--- src/rtl/mem_wb_stage.sv ---
// Memory-access stage and M/WB pipeline register for the five-stage MIPS core.
// Issues the single data request for the instruction in M and stalls the pipeline until dhit.
module mem_wb_stage (
  input  logic        CLK,
  input  logic        nRST,
  input  logic        ihit,
  input  logic        dhit,
  input  logic        flush,
  input  logic        ex_dREN,
  input  logic        ex_dWEN,
  input  logic [31:0] ex_addr,
  input  logic [31:0] ex_store,
  input  logic [4:0]  ex_wsel,
  input  logic        ex_wen,
  input  logic [1:0]  ex_wdatasrc,
  input  logic [31:0] ex_pcp4,
  input  logic        ex_halt,
  input  logic [31:0] dmemload,
  output logic        dmemREN,
  output logic        dmemWEN,
  output logic [31:0] dmemaddr,
  output logic [31:0] dmemstore,
  output logic        mem_stall,
  output logic [31:0] wb_wdat,
  output logic [4:0]  wb_wsel,
  output logic        wb_wen,
  output logic        wb_halt
);

  // state  | meaning
  // REQ    | request driven for the M instruction (if it is a memory op)
  // DONE   | access completed, load data parked in load_buf until ihit
  // HALTED | halt retired; requests off and M/WB frozen until reset
  typedef enum logic [1:0] {
    REQ    = 2'd0,
    DONE   = 2'd1,
    HALTED = 2'd2
  } state_t;

  state_t      state_q, state_d;
  logic [31:0] load_buf_q, load_buf_d;
  logic [31:0] wb_wdat_q, wb_wdat_d;
  logic [4:0]  wb_wsel_q, wb_wsel_d;
  logic        wb_wen_q, wb_wen_d;
  logic        wb_halt_q, wb_halt_d;

  logic        memop;
  logic        adv;
  logic [31:0] mem_data;
  logic [31:0] sel_data;

  assign memop     = ex_dREN | ex_dWEN;
  assign dmemaddr  = ex_addr;
  assign dmemstore = ex_store;

  assign wb_wdat = wb_wdat_q;
  assign wb_wsel = wb_wsel_q;
  assign wb_wen  = wb_wen_q;
  assign wb_halt = wb_halt_q;

  always_comb begin
    state_d    = state_q;
    load_buf_d = load_buf_q;
    wb_wdat_d  = wb_wdat_q;
    wb_wsel_d  = wb_wsel_q;
    wb_wen_d   = wb_wen_q;
    wb_halt_d  = wb_halt_q;
    dmemREN    = 1'b0;
    dmemWEN    = 1'b0;
    mem_stall  = 1'b0;
    mem_data   = dmemload;
    sel_data   = ex_addr;
    adv        = 1'b0;

    case (state_q)
      REQ: begin
        // requests are gated by nRST so they drop the instant reset asserts
        dmemWEN   = ex_dWEN & nRST;
        dmemREN   = ex_dREN & ~ex_dWEN & nRST;
        mem_stall = memop & ~dhit & nRST;
        if (memop && dhit && !ihit) begin
          load_buf_d = dmemload;
          state_d    = DONE;
        end
      end
      DONE: begin
        mem_data = load_buf_q;
        if (ihit) state_d = REQ;
      end
      HALTED: ;
      default: state_d = REQ;
    endcase

    adv = ihit & ~mem_stall & (state_q != HALTED);

    case (ex_wdatasrc)
      2'd1:    sel_data = mem_data;
      2'd2:    sel_data = ex_pcp4;
      default: sel_data = ex_addr;
    endcase

    if (adv) begin
      if (flush) begin
        wb_wdat_d = '0;
        wb_wsel_d = '0;
        wb_wen_d  = 1'b0;
        wb_halt_d = 1'b0;
      end else begin
        wb_wdat_d = sel_data;
        wb_wsel_d = ex_wsel;
        wb_wen_d  = ex_wen;
        wb_halt_d = ex_halt;
        if (ex_halt) state_d = HALTED;
      end
    end
  end

  always_ff @(posedge CLK or negedge nRST) begin
    if (!nRST) begin
      state_q    <= REQ;
      load_buf_q <= '0;
      wb_wdat_q  <= '0;
      wb_wsel_q  <= '0;
      wb_wen_q   <= 1'b0;
      wb_halt_q  <= 1'b0;
    end else begin
      state_q    <= state_d;
      load_buf_q <= load_buf_d;
      wb_wdat_q  <= wb_wdat_d;
      wb_wsel_q  <= wb_wsel_d;
      wb_wen_q   <= wb_wen_d;
      wb_halt_q  <= wb_halt_d;
    end
  end

endmodule

--- config.mk ---
export PLATFORM = sky130hd
export DESIGN_NAME = mem_wb_stage
export DESIGN_NICKNAME = d
export VERILOG_FILES = /design/src/rtl/mem_wb_stage.sv
export SDC_FILE = /design/constraint.sdc
export NUM_CORES = 1
export LEC_CHECK = 0
export CORE_ASPECT_RATIO = 0.5
export CORE_MARGIN = 8
export CORE_UTILIZATION = 50
export CTS_CLUSTER_DIAMETER = 40
export DETAILED_ROUTE_END_ITERATION = 16
export DONT_BUFFER_PORTS = 1
export REMOVE_ABC_BUFFERS = 1
export SLEW_MARGIN = 20
export SYNTH_ARGS = -nofsm -noshare
export SYNTH_HDL_FRONTEND = slang
export SYNTH_SLANG_ARGS = --single-unit
--- constraint.sdc ---
create_clock -name CLK -period 4.5 [get_ports CLK]
set_input_delay 0.9 -clock CLK [delete_from_list [all_inputs] [get_ports CLK]]
set_output_delay 0.9 -clock CLK [all_outputs]
set_load 0.005 [all_outputs]
==> results.ini <==
[placement]
dp_hpwl_mm=8.64
post-place-ws_ps=1900
finalWeightedCongestion=0.739
port_buffers=0
dp.cells=454

[worst_setup_path]
arrival_ps=1950
critPathTopFamily=simple AND/OR/NAND/NOR gates
critical_path_class=reg -> out
slowest_delay_ps=560
slowest_stage=dfrtp_1
worstPathRequired_ps=3600
worstPathCellList=buf_4 > or3b_4 > nor3b_1
crit_path_max_fanout=24
crit_path_end_kind=primary output
setup.worst_path.start_class=flop
cp_num_buf_inv=1

[yosys]
async_flop_share_pct=100
synth_mux_area_share_pct=9.83
yosys.area_share.adder_pct=0.562
yosysWarnings=0
seq_area_frac_synth_pct=41.0
synth-seq-cells=73
synth_simple_gate_area_share_pct=16.0
synth-xor-area-share_pct=0
postSynthCellCount=434
synth_edf_count=0
synth_top_family_by_area=compound AO/OA/AOI/OAI gates
synth.avg_cell_area_um2=10.3
synth_area_um2=4450
synth_compound_area_share_pct=17.3
synth_cell_types=29
synth-main-ff-cell=dfrtp_1

[sta]
fin_crit_sh_pct=63.2
setup-tns-final_ps=0
hold_ws_ps=268
rsz0062_at_grt=no
finalSetupViolCount=0
final-hold-violation-count=0
skew_ps=4.23
slew_violations=0
setup_ws_ps=1650
period_minus_slack_ps=2850
slew_headroom_pct=54.9
fmax_mhz=351
worstMarginPinSlew_ps=676

[floorplan]
die_w_um=149
dieArea_um2=12400
core_area_um2=8680
start_util_pct=51.3
die_h_um=82.7
placementRows=24
ios=250

[routing]
routedWlPerCell_um=26.2
viasPerCell=6.28
dr.pass1.iters=5
post-route-drc-count=0
first_iter_violations=182
drtAntennaViolNets=0
vias=2958
wl_mm=12.4

[global_route]
grt_pass1_vias=3133
antenna_found_initial=2
grt_util_all_layers_pct=19.6
overflow=0
grt_max_degree=76
grt_pass1_wl_mm=18.5

[clock_network]
cts_resized=0
cts_buffer_depth=2
clock_sinks=73
hold_buffers=0
numCtsBuffers=9
cts_setup_buffers=0
cts_max_level=3
cts_tree=done
cts_root_buf=clkbuf_16
clk-insertion-delay-late_ps=320
clk_pin_slew_worst_paths_ps=60

[job]
maxCapViolations=0

[pwr]
combPwrFrac_pct=25.5
p_int_mw=1.72
seq_power_share_pct=46.1
p_sw_mw=0.764
leakagePower_nw=1.65
sw_frac_of_total_pct=30.7
powerDensity_nw_per_um2=578
peakVddDrop_uv=260
p_clk_share_pct=28.4

[cells_and_area]
fin_util_pct=49.6
syn_to_final_growth_pct=-3.40
instances_no_fill=471
nets=494
drive_gt1_share_pct=16.7

[min_path]
hold_path.class=in -> async

[run_status]
status=complete, no violations

-- cell usage after synthesis (2+ instances only) --
master    count  area, um^2
dfrtp_1      73        1830
buf_4        65         488
nand2b_1     34         213
a21oi_1      32         160
a32o_1       32         320
mux2_2       32         360
nand2_1      32         120
nand4b_1     32         280
o211ai_1     32         240
clkbuf_1     26        97.6
nor2b_1       8        50.1
mux2_1        6        67.6
buf_2         5        25.0
buf_6         5        56.3
inv_1         3        11.3
nor2_1        3        11.3
ha_1          2        25.0
-- routing by layer --
metal / routed length [um] / global-route usage (%) / up-vias
li1: - / - / 1348
met1: 5320 / 24.4 / 1451
met2: 5430 / 28.7 / 147
met3: 1490 / 11.1 / 10
met4: 97 / 4.80 / 2
met5: 10 / 1.92 / -
-- path summary, 6_finish.rpt --
path / cells past startpoint / slack (ps) / end / start
min: 0 / 270 / wb_wdat[28] / nRST
max: 3 / 1650 / dmemREN / state_q[0]
min in group CLK: 1 / 500 / load_buf_q[10] / load_buf_q[10]
min reg2reg: 1 / 500 / load_buf_q[10] / load_buf_q[10]
max in group asynchronous: 0 / 4100 / wb_wdat[10] / nRST
max reg2reg: 5 / 2010 / wb_wdat[6] / state_q[0]
-- cells by family (layout without fill, tap and decap cells) --
kind of cell	Yosys count	after routing
other cells	0	1
compound gates	101	101
fa+ha+maj	2	2
simple gates	114	114
buf+inv	105	24
mux	39	39
flops	73	73
-- cell usage in the layout (no fill, tap or decap), types with 2 or more instances in the layout --
cell,count
mux2_1,6
a21oi_1,32
mux2_2,32
nand2_1,32
clkbuf_16,9
o211ai_1,32
clkinv_2,4
inv_1,3
ha_4,2
nand4b_1,32
nor2b_1,7
nor2_1,3
a32o_1,32
dfrtp_1,73
nand2b_1,34
buf_4,5
-- power groups by stage --
stage	clock [mW]	sequential [mW]	combinational [mW]
6_report	0.706	1.15	0.633
5_1_grt	0.754	1.19	0.700
4_1_cts	0.730	1.15	0.636
3_5_place_dp	0	1.16	0.636
3_3_place_gp	0	1.15	0.605
2_1_floorplan	0	1.12	0.471
-- layout make-up --
class / instances / area [um^2]
antenna: 1 / 2.50
clock inverter: 6 / 57.6
inverter: 3 / 11.3
sequential: 73 / 1830
tap: 117 / 146
multi-input combinational: 256 / 1980
timing repair buffer: 5 / 37.5
fill: 788 / 4380
clock buffer: 10 / 239
-- flip-flops by register name (all words and copies together) (netlist names) --
| name | flops |
|---|---|
| load_buf_q | 32 |
| wb_wdat | 32 |
| wb_wsel | 5 |
| state_q | 2 |
| wb_halt | 1 |
| wb_wen | 1 |
-- stage by stage --
stage,total power [mW],instance area (um^2)
final,2.49,4300
after global routing,2.64,4300
after CTS,2.52,4280
after detailed placement,1.80,3980
after global placement,1.75,3980
after floorplan,1.59,3780
No activity file was read; power rests on OpenSTA's default activity.
